## src/rtl/xpmwrap_pkg.sv

```systemverilog
// Shared constants and the round-robin pointer helper for the TDP RAM port-A arbiter.
// Optional feature macro used by the top: XPMWRAP_TDPRAM_ARB_STATS_EN.
package xpmwrap_pkg;

    localparam int STAT_WIDTH = 16;

    // Pointer moves to the slot just after the winner, wrapping at num.
    function automatic int rr_next(input int idx, input int num);
        return (idx + 1 >= num) ? 0 : idx + 1;
    endfunction

endpackage

```

## src/rtl/xpmwrap_rr_arb.sv

```systemverilog
// Round-robin arbiter: combinational one-hot grant from req_valid and a registered priority pointer.
module xpmwrap_rr_arb
    import xpmwrap_pkg::*;
#(
    parameter int NUM_REQ = 4,
    parameter int IDW     = $clog2(NUM_REQ)
) (
    input  logic               clk,
    input  logic               rst_n,
    input  logic [NUM_REQ-1:0] req_valid,
    output logic [NUM_REQ-1:0] grant,
    output logic               grant_valid,
    output logic [IDW-1:0]     grant_idx
);

    logic [IDW-1:0] ptr;
    logic           found;
    int             idx;

    // Search starts at ptr and wraps; the first valid requester wins.
    always_comb begin
        grant_idx = '0;
        found     = 1'b0;
        idx       = 0;
        for (int i = 0; i < NUM_REQ; i++) begin
            idx = int'(ptr) + i;
            if (idx >= NUM_REQ) idx = idx - NUM_REQ;
            if (!found && req_valid[idx]) begin
                found     = 1'b1;
                grant_idx = IDW'(idx);
            end
        end
    end

    // Reset blocks any grant so nothing reaches the RAM while it is held.
    always_comb begin
        grant_valid = found & rst_n;
        grant       = '0;
        if (grant_valid) grant[grant_idx] = 1'b1;
    end

    always_ff @(posedge clk or negedge rst_n) begin
        if (!rst_n) begin
            ptr <= '0;
        end else if (grant_valid) begin
            ptr <= IDW'(rr_next(int'(grant_idx), NUM_REQ));
        end
    end

endmodule

```

## src/rtl/xpmwrap_tdpram_arb.sv

```systemverilog
// Arbitrates NUM_REQ requesters onto TDP RAM port A and returns read data tagged with requester id.
// Optional per-requester grant counters are built when XPMWRAP_TDPRAM_ARB_STATS_EN is defined.
module xpmwrap_tdpram_arb
    import xpmwrap_pkg::*;
#(
    parameter int NUM_REQ      = 4,
    parameter int ADDR_WIDTH   = 6,
    parameter int DATA_WIDTH   = 32,
    parameter int READ_LATENCY = 2
) (
    input  logic                          clka,
    input  logic                          rsta_n,
    // A request transfers in the cycle req_valid[i] & req_ready[i]; responses have no backpressure.
    input  logic [NUM_REQ-1:0]            req_valid,
    output logic [NUM_REQ-1:0]            req_ready,
    input  logic [NUM_REQ-1:0]            req_we,
    input  logic [NUM_REQ*ADDR_WIDTH-1:0] req_addr,
    input  logic [NUM_REQ*DATA_WIDTH-1:0] req_wdata,
    output logic                          rsp_valid,
    output logic [$clog2(NUM_REQ)-1:0]    rsp_id,
    output logic [DATA_WIDTH-1:0]         rsp_rdata,
    output logic                          ram_ena,
    output logic                          ram_wea,
    output logic                          ram_regcea,
    output logic [ADDR_WIDTH-1:0]         ram_addra,
    output logic [DATA_WIDTH-1:0]         ram_dina,
    input  logic [DATA_WIDTH-1:0]         ram_douta
`ifdef XPMWRAP_TDPRAM_ARB_STATS_EN
    ,
    output logic [NUM_REQ*STAT_WIDTH-1:0] stat_grants
`endif
);

    localparam int IDW = $clog2(NUM_REQ);

    logic [NUM_REQ-1:0] grant;
    logic               grant_valid;
    logic [IDW-1:0]     grant_idx;
    logic               rd_issue;

    logic [READ_LATENCY-1:0] vld_pipe;
    logic [IDW-1:0]          id_pipe [READ_LATENCY];

    xpmwrap_rr_arb #(
        .NUM_REQ (NUM_REQ),
        .IDW     (IDW)
    ) u_arb (
        .clk         (clka),
        .rst_n       (rsta_n),
        .req_valid   (req_valid),
        .grant       (grant),
        .grant_valid (grant_valid),
        .grant_idx   (grant_idx)
    );

    always_comb begin
        req_ready  = grant;
        ram_ena    = grant_valid;
        ram_wea    = grant_valid & req_we[grant_idx];
        ram_regcea = 1'b1;
        ram_addra  = req_addr[grant_idx*ADDR_WIDTH +: ADDR_WIDTH];
        ram_dina   = req_wdata[grant_idx*DATA_WIDTH +: DATA_WIDTH];
        rd_issue   = grant_valid & ~req_we[grant_idx];
    end

    // Tag pipeline matches the RAM read latency so the id lines up with ram_douta.
    always_ff @(posedge clka or negedge rsta_n) begin
        if (!rsta_n) begin
            vld_pipe <= '0;
            for (int i = 0; i < READ_LATENCY; i++) id_pipe[i] <= '0;
        end else begin
            vld_pipe[0] <= rd_issue;
            id_pipe[0]  <= grant_idx;
            for (int i = 1; i < READ_LATENCY; i++) begin
                vld_pipe[i] <= vld_pipe[i-1];
                id_pipe[i]  <= id_pipe[i-1];
            end
        end
    end

    assign rsp_valid = vld_pipe[READ_LATENCY-1];
    assign rsp_id    = id_pipe[READ_LATENCY-1];
    assign rsp_rdata = ram_douta;

`ifdef XPMWRAP_TDPRAM_ARB_STATS_EN
    for (genvar g = 0; g < NUM_REQ; g++) begin : g_stat
        logic [STAT_WIDTH-1:0] cnt;
        always_ff @(posedge clka or negedge rsta_n) begin
            if (!rsta_n) begin
                cnt <= '0;
            end else if (grant[g] && cnt != {STAT_WIDTH{1'b1}}) begin
                cnt <= cnt + 1'b1;
            end
        end
        assign stat_grants[g*STAT_WIDTH +: STAT_WIDTH] = cnt;
    end
`endif

endmodule

```

## config.mk

```make
export PLATFORM = sky130hd
export DESIGN_NAME = xpmwrap_tdpram_arb
export DESIGN_NICKNAME = d
export VERILOG_FILES = /design/src/rtl/xpmwrap_pkg.sv /design/src/rtl/xpmwrap_rr_arb.sv /design/src/rtl/xpmwrap_tdpram_arb.sv
export SDC_FILE = /design/constraint.sdc
export NUM_CORES = 1
export LEC_CHECK = 0
export CAP_MARGIN = 20
export CORE_AREA = 3 3 104 106
export DETAILED_ROUTE_END_ITERATION = 6
export DIE_AREA = 0 0 107 109
export GPL_ROUTABILITY_DRIVEN = 1
export PLACE_DENSITY = 0.62
export SLEW_MARGIN = 25
export SYNTH_ARGS = -nofsm -noshare
export SYNTH_HDL_FRONTEND = slang
export SYNTH_HIERARCHICAL = 1
export SYNTH_SLANG_ARGS = --single-unit
```

## constraint.sdc

```tcl
create_clock -name clka -period 5.7 [get_ports clka]
set_input_delay 1.14 -clock clka [delete_from_list [all_inputs] [get_ports clka]]
set_output_delay 1.14 -clock clka [all_outputs]
set_load 0.02 [all_outputs]
```

---- Word-level counts from Yosys, hierarchy flattened ----
Cells that the tools add are included.
cells by class
  add/subtract/negate cells ............... 8
  $mul .................................... 1
  magnitude comparators ................... 11
  shifts and indexed selects .............. 2
  mux-type cells .......................... 30
  bitwise operators ....................... 4
  reductions and logical operators ........ 7
operators with widths
  kind                                                                    number
  32-bit by 4-bit < comparator with 1-bit output, second input constant   4
  32-bit 2-to-1 mux                                                       4
  128-bit by 8-bit indexed part select with 32-bit output                 1
  32-bit by 4-bit >= comparator with 1-bit output, second input constant  3
  32-bit by 4-bit subtractor with 32-bit output, second input constant    3
  24-bit by 6-bit indexed part select with 6-bit output                   1
  1-bit 2-to-1 mux                                                        14
  1-bit binary-select mux with 2-bit select                               5
  2-bit 2-to-1 mux                                                        5
  2-bit by 1-bit adder with 3-bit output, second input constant           2
  2-bit by 2-bit adder with 3-bit output, second input constant           2
  1-bit logical AND                                                       4
  2-bit by 2-bit multiplier with 4-bit output, second input constant      1
  4-bit 2-to-1 mux                                                        1
  2-bit by 3-bit subtractor with 4-bit output, second input constant      1
  1-bit AND                                                               3
  2-bit by 3-bit >= comparator with 1-bit output, second input constant   1
  3-bit >= comparator, second input constant                              1
  1-bit zero test                                                         3
  2-bit by 3-bit < comparator with 1-bit output, second input constant    1
  1-bit demux with 2-bit select                                           1
  2-bit by 1-bit >= comparator with 1-bit output, second input constant   1
  1-bit inverter                                                          1
storage, ports and cells
  register bits after elaboration ......... 8

---- Depth between registers and ports, before layout ----
Gate-level depths: netlist of run 1.
  word-level depth ........................ 20
  mapped depth ............................ 6

---- By module ----
Netlist of run 1, hierarchy kept.
by module, submodules not included
  module              instances  cells each  area each (um^2)  sequential area each (um^2)
  xpmwrap_tdpram_arb  1          91          1407.6            150.1
  xpmwrap_rr_arb      1          28          252.7             50.0

---- Least setup slack after synthesis of run 1 ----
Ideal clock, no wire load.
  path kind ............................... input to output
  start point ............................. input port req_valid[2]
  end point ............................... output port ram_addra[4]
  arrival time ............................ 2.516 ns
  required time ........................... 4.560 ns
  slack ................................... 2.044 ns
  cell stages on the path ................. 6
  buffers on the path ..................... 2
  cell sequence ........................... nand2b_1 -> a21o_1 -> and3_1 -> buf_6 -> buf_12 -> mux4_2
on the way
  cells in the longest elaborated chain, start to end .. 15
  elaborated cells between the ends (all ways) .. 27
ends and longest elaborated chain
  item                                                     RTL line                  source
  from (decl)                                              xpmwrap_tdpram_arb.sv:14  input logic [NUM_REQ-1:0] req_valid,
  1-bit binary-select mux with 2-bit select                xpmwrap_rr_arb.sv:28      if (!found && req_valid[idx]) begin
  1-bit 2-to-1 mux (implied by the code) (2 in a row)      xpmwrap_rr_arb.sv:28
  1-bit 2-to-1 mux                                         xpmwrap_rr_arb.sv:28
  1-bit zero test                                          xpmwrap_rr_arb.sv:28
  1-bit logical AND                                        xpmwrap_rr_arb.sv:28
  1-bit 2-to-1 mux                                         xpmwrap_rr_arb.sv:28
  1-bit zero test                                          xpmwrap_rr_arb.sv:28
  1-bit logical AND                                        xpmwrap_rr_arb.sv:28
  1-bit 2-to-1 mux                                         xpmwrap_rr_arb.sv:28
  1-bit zero test                                          xpmwrap_rr_arb.sv:28
  1-bit logical AND                                        xpmwrap_rr_arb.sv:28
  2-bit 2-to-1 mux *                                       xpmwrap_rr_arb.sv:28
  named net grant_idx[0]                                   xpmwrap_tdpram_arb.sv:38  logic [IDW-1:0] grant_idx;
  2-bit by 2-bit multiplier with 4-bit output *            xpmwrap_tdpram_arb.sv:61  ram_addra = req_addr[grant_idx*ADDR_WIDTH +: ADDR_WIDTH];
  24-bit by 6-bit indexed part select with 6-bit output *  xpmwrap_tdpram_arb.sv:61
  to (decl)                                                xpmwrap_tdpram_arb.sv:25  output logic [ADDR_WIDTH-1:0] ram_addra,
The timed path passes the listed nets; every way through them passes the cells marked *. The select of a mux whose other input is x is not followed.

---- Worst setup path in the final report of run 1 ----
  start point ............................. input port req_valid[3]
  end point ............................... output port ram_dina[29]
on the way
  cells in the longest elaborated chain, start to end .. 14
  elaborated cells between the ends (all ways) .. 26
ends and longest elaborated chain
  item                                                       RTL line                  source
  1-bit binary-select mux with 2-bit select                  xpmwrap_rr_arb.sv:28
  1-bit 2-to-1 mux (implied by the code) (2 in a row)        xpmwrap_rr_arb.sv:28
  1-bit 2-to-1 mux                                           xpmwrap_rr_arb.sv:28
  1-bit zero test                                            xpmwrap_rr_arb.sv:28
  1-bit logical AND                                          xpmwrap_rr_arb.sv:28
  1-bit 2-to-1 mux                                           xpmwrap_rr_arb.sv:28
  1-bit zero test                                            xpmwrap_rr_arb.sv:28
  1-bit logical AND                                          xpmwrap_rr_arb.sv:28
  1-bit 2-to-1 mux                                           xpmwrap_rr_arb.sv:28
  1-bit zero test                                            xpmwrap_rr_arb.sv:28
  1-bit logical AND                                          xpmwrap_rr_arb.sv:28
  2-bit 2-to-1 mux *                                         xpmwrap_rr_arb.sv:28
  named net grant_idx[0]                                     xpmwrap_tdpram_arb.sv:38
  128-bit by 8-bit indexed part select with 32-bit output *  xpmwrap_tdpram_arb.sv:62  ram_dina = req_wdata[grant_idx*DATA_WIDTH +: DATA_WIDTH];
  to (decl)                                                  xpmwrap_tdpram_arb.sv:26  output logic [DATA_WIDTH-1:0] ram_dina,
Marked as above.

==> results of run 1 <==
-- worst paths after layout --
path / from / endpoint / slack (ns) / cells past startpoint
min in group asynchronous: rsta_n / u_arb/ptr[1] / 1.23 / 1
worst min register to register: id_pipe[3] / rsp_id[1] / 0.35 / 0
worst min-delay path: id_pipe[3] / rsp_id[1] / 0.35 / 0
worst max-delay path: req_valid[3] / ram_dina[29] / 0.83 / 7
worst max register to register: u_arb/ptr[1] / u_arb/ptr[1] / 3.80 / 5
max in group asynchronous: rsta_n / vld_pipe[1] / 4.18 / 1
-- cells by family (layout without fill, tap and decap cells) --
family | after synthesis | after routing
muxes | 41 | 41
DFF | 8 | 8
AOI/OAI and AO/OA | 6 | 6
and+or+nand+nor | 16 | 16
buffers and inverters | 43 | 215
adders and majority gates | 4 | 4
other | 1 | 1
-- layer usage --
metal | up-vias | track usage | share of wire | wire length [um]
met5 | - | 0 | 0 | 0
met4 | 0 | 0.0174 | 0.011 | 79
met3 | 10 | 0.0562 | 0.16 | 1130
met2 | 160 | 0.205 | 0.50 | 3580
met1 | 836 | 0.114 | 0.33 | 2340
li1 | 797 | - | - | -
-- stage by stage --
step / std cells / hold slack, ns / power [mW] / setup WS, ns
3_3_place_gp: 421 / 0.339 / 0.975 / 0.810
2_1_floorplan: 119 / 0.331 / 0.617 / 2.04
3_5_place_dp: 421 / 0.338 / 0.976 / 0.785
6_report: 424 / 0.346 / 1.03 / 0.832
5_1_grt: 424 / 0.362 / 1.09 / 0.696
4_1_cts: 424 / 0.348 / 1.05 / 0.783
-- registers in the layout, summed over array words and instances (netlist names) --
name and count:
vld_pipe 2, rsp_id 2, u_arb/ptr 2, id_pipe 2
-- cell type report --
| cell class | instances | area, um2 | area share |
|---|---|---|---|
| well taps | 133 | 166 | 0.0454 |
| flip-flops and latches | 8 | 200 | 0.0546 |
| clock buffers | 3 | 41.3 | 0.0113 |
| multi-input cells | 68 | 1120 | 0.306 |
| repair buffers | 212 | 2140 | 0.583 |
-- power groups by stage --
stage          Clock [mW]  Sequential [mW]  Combinational, mW
6_report           0.0657           0.0879              0.872
5_1_grt            0.0717           0.0913              0.927
4_1_cts            0.0683           0.0883              0.890
3_5_place_dp            0           0.0891              0.887
3_3_place_gp            0           0.0876              0.887
2_1_floorplan           0           0.0861              0.531
-- critical path, delay by kind of cell --
family                 cells  cell delay (ns)
buffers and inverters      3             1.41
and+or+nand+nor            2             0.49
muxes                      2             0.67
-- cells in the final DEF (no fill, tap or decap), types with 2 or more instances in the layout --
cell             netlist  final
clkdlybuf4s50_1        0    208
mux4_2                33     33
dfrtp_1                8      8
mux4_1                 6      6
and2_1                 6      6
ha_1                   4      4
clkbuf_8               0      3
buf_4                 36      2
buf_12                 2      2
nand2b_1               2      2
nor2_1                 2      2
==> run_results.csv, run 1 <==
group,metric,value,unit
run_status,status,"complete, no violations",
yosys,synth_flop_cell,"dfrtp_1",
detailed_routing,vias,1803,
final_layout,drive_gt1_frac,0.148,
clock_tree,clk_latency,0.22,ns
final_layout,fin_nets,491,
final_layout,nFillCells,949,
power,p_sw,0.402,mW
die,dieHeight,109,um
detailed_routing,wl_per_cell,16.8,um
grt,antenna_found_initial,0,
power,seq_power_share,0.086,
grt,grt_pass1_wl,10.2,mm
sta,fin_skew,0.000277,ns
yosys,synth_seq_area_share,0.121,
sta,period_minus_slack,4.87,ns
yosys,synthArstFlopShare,1.00,
power,intPower,0.623,mW
place,finalWeightedCongestion,0.765,
clock_tree,cts_root_buffer,"clkbuf_8",
critical_path,start_kind,"primary input",
hold_path,hold_path.class,"flip-flop to flip-flop",
yosys,syn_avg_cell_area,14.0,um2
critical_path,worstPathArrival,3.73,ns
yosys,synth_edf_count,0,
die,die_area,11700,um2
sta,max_freq,205,MHz
power,pwr-share-comb,0.850,
yosys,yosys.area_share.adder,0.0301,
grt,grt-ovfl-total,0,
yosys,synth_compound_area_frac,0.0279,
power,clkPwrFrac,0.064,
sta,slew_viol_final,0,
yosys,synth_cells,119,
die,row_count,36,
sta,period_share,0.854,
yosys,synth_mux_area_frac,0.558,
sta,tns,0,ns
die,start_util,0.168,
final_layout,final_core_util,0.372,
yosys,synth_top_area_frac,0.448,
final_layout,antennaDiodeCount,0,
yosys,ys_warn_count,6,
yosys,synth_cell_types,27,
yosys,yosysTopAreaCell,"mux4_2",
yosys,synthSimpleGateAreaFrac,0.0565,
critical_path,end_kind,"primary output",
detailed_routing,ant_nets,0,
sta,rsz0062_at_grt,"no",
yosys,synth-xor-area-share,0,
clock_tree,clockBufferDepth,2,
place,numPortBuffers,208,
critical_path,crit_required,4.56,ns
clock_tree,cts_resized,0,
clock_tree,clk_pin_slew,0.04,ns
critical_path,crit_type,"primary input to primary output",
clock_tree,ctsHoldBuffers,0,
critical_path,crit_path_top_delay_cell,"clkdlybuf4s50_1",
clock_tree,cts_buffers,3,
detailed_routing,post-route-drc-count,0,
sta,hold_viol_final,0,
detailed_routing,vias_per_cell,4.25,
yosys,syn_nets,317,
power,peakVddDrop,0.000121,V
yosys,synth_most_common_cell,"buf_4",
yosys,synth.area.top_cells,"mux4_2 45%, buf_4 16%, dfrtp_1 12%",
power,power.density,280,nW/um2
detailed_routing,drt-total-wl,7.13,mm
power,switching_share,0.392,
grt,track_usage,0.111,
power,power.leakage,1.33,nW
die,io_pins,274,
die,core-area,9860,um2
yosys,synth_seq_cells,8,
clock_tree,postCtsSetupBuffers,0,
grt,grt_pass1_vias,1897,
detailed_routing,drt_iter0_drc,36,
place,place_hpwl,6.23,mm
critical_path,cpMostUsedCell,"clkdlybuf4s50_1",
final_layout,syn_to_final_growth,121,%
yosys,syn_area,1660,um2
place,place_area,3630,um2
critical_path,path_cells,"clkdlybuf4s50_1, mux2i_1, nand2_1, and3_2, buf_12, mux4_1, clkdlybuf4s50_1",
grt,grt_max_degree,27,
clock_tree,cts.sink_count,8,
detailed_routing,dr.pass1.iters,4,
clock_tree,h-tree-depth,1,
die,dieWidth,107,um
sta,setup_viol,0,
final_layout,final_area,3670,um2
clock_tree,cts_tree,"yes",
yosys,synth_top_family_by_area,"multiplexers",
yosys,synth_commonest_cells,"36 x buf_4, 33 x mux4_2, 8 x dfrtp_1, 6 x and2_1, 6 x mux4_1",
critical_path,max_stage_delay,0.59,ns
critical_path,crit_path_max_fanout,25,
run,drv_cap,0,
(Power assumes the default switching activity.)
==> run 2, diff against run 1 <==
==> constraint.sdc (replaced) <==
create_clock -name clka -period 6.18 [get_ports clka]
set_input_delay 1.236 -clock clka [delete_from_list [all_inputs] [get_ports clka]]
set_output_delay 1.236 -clock clka [all_outputs]
set_load 0.02 [all_outputs]
==> run 2 against run 1 <==
Against the previous run: largest cell class unchanged; non-clock buffer count unchanged; critical path depth unchanged; largest power group unchanged; final area down 0.34%; clock skew up 0.0013 ns; sequential share of layout area about the same; highest routed layer unchanged; total power down 7.9%; worst hold slack about the same; register-to-register slack better by 0.30 ns.
==> run_results.csv, run 2 (synthesis gave the netlist of run 1 again) <==
group,metric,value,unit
sta,max_freq,190,MHz
detailed_routing,dr.pass1.iters,4,
detailed_routing,post-route-drc-count,0,
final_layout,layout_commonest_cell,"clkdlybuf4s50_1",
clock_tree,postCtsSetupBuffers,0,
critical_path,crit_path_top_delay_cell,"mux4_1",
sta,period_share,0.854,
place,numPortBuffers,208,
clock_tree,cts_root_buffer,"clkbuf_8",
critical_path,worstPathArrival,4.04,ns
sta,slew_viol_final,0,
run,drv_cap,0,
final_layout,syn_to_final_growth,120,%
die,io_pins,274,
die,die_area,11700,um2
critical_path,cpMostUsedCell,"clkdlybuf4s50_1",
clock_tree,clockBufferDepth,2,
place,finalWeightedCongestion,0.753,
critical_path,end_kind,"primary output",
detailed_routing,vias_per_cell,4.32,
final_layout,fin_nets,491,
critical_path,crit_required,4.94,ns
final_layout,antennaDiodeCount,0,
power,power.density,258,nW/um2
run_status,status,"complete, no violations",
detailed_routing,drt_iter0_drc,18,
final_layout,drive_gt1_frac,0.148,
critical_path,start_kind,"primary input",
power,power.leakage,1.33,nW
die,core-area,9860,um2
sta,setup_viol,0,
die,row_count,36,
final_layout,final-instance-count-excl-fill,424,
sta,fin_skew,0.00154,ns
detailed_routing,drt-total-wl,7.51,mm
detailed_routing,ant_nets,0,
clock_tree,clk_latency,0.22,ns
critical_path,crit_type,"primary input to primary output",
place,place_hpwl,6.62,mm
clock_tree,clk_pin_slew,0.04,ns
final_layout,most-common-layout-cells,"208 x clkdlybuf4s50_1, 33 x mux4_2, 8 x dfrtp_1",
power,power,0.944,mW
grt,track_usage,0.115,
clock_tree,ctsHoldBuffers,0,
critical_path,reg2reg_slack,4.10,ns
sta,rsz0062_at_grt,"no",
grt,antenna_found_initial,0,
die,dieHeight,109,um
final_layout,nFillCells,974,
critical_path,path_cells,"clkdlybuf4s50_1, mux2i_1, nand2_1, and3_2, buf_12, mux4_1, clkdlybuf4s50_1",
sta,slew_headroom,0.625,
hold_path,hold_path.class,"flip-flop to flip-flop",
place,placed_cells,421,
critical_path,crit_path_max_fanout,22,
clock_tree,cts_resized,0,
sta,tns,0,ns
detailed_routing,wl_per_cell,17.7,um
die,start_util,0.168,
grt,grt_max_degree,24,
critical_path,max_stage_delay,0.61,ns
clock_tree,h-tree-depth,1,
grt,grt_pass1_wl,10.5,mm
grt,grt_pass1_vias,1979,
clock_tree,cts_tree,"yes",
sta,worstMarginPinSlew,0.562,ns
power,peakVddDrop,0.000106,V
sta,period_minus_slack,5.28,ns
sta,hold_viol_final,0,
sta,hold_ws,0.346,ns
final_layout,final_core_util,0.370,
clock_tree,cts_buffers,3,
detailed_routing,vias,1831,
grt,grt-ovfl-total,0,
clock_tree,cts.sink_count,8,
die,dieWidth,107,um
## run 2: area by class of cell
type	count	area, um2	share of cell area
multi-input combinational	68	1120	0.307
tap	133	166	0.0455
sequential	8	200	0.0548
timing repair buffer	212	2120	0.581
clock buffer	3	41.3	0.0113
## run 2: worst max-delay path, delay by kind of cell
kind                   cells  cell delay [ns]
buffers and inverters      3             1.41
multiplexers               2             0.71
AND/OR/NAND/NOR            2             0.67
## run 2: path summary, 6_finish.rpt
kind,startpoint,endpoint,cells after the start
max in group asynchronous,rsta_n,rsp_id[1],1
max reg2reg,u_arb/ptr[1],vld_pipe[0],5
max,req_valid[3],ram_dina[22],7
min in group asynchronous,rsta_n,u_arb/ptr[1],1
min reg2reg,id_pipe[2],rsp_id[0],0
min,id_pipe[2],rsp_id[0],0
## run 2: per-layer routing
metal  track usage  vias up  routed length, um
li1              -      797                  -
met1         0.107      862               2360
met2         0.227      160               3930
met3        0.0533       12               1100
met4        0.0274        0                121
met5             0        -                  0
## run 2: power by group
group          internal [mW]  switching, mW
clock network         0.0420         0.0184
logic                  0.458          0.345
registers             0.0692         0.0111
total                  0.570          0.375
## run 2: per-stage QoR
step / setup WS (ns) / cell area (um2)
floorplan: 2.33 / 1660
global placement: 0.938 / 3610
detailed placement: 0.877 / 3610
CTS: 0.873 / 3650
global route: 0.715 / 3650
finish: 0.905 / 3650
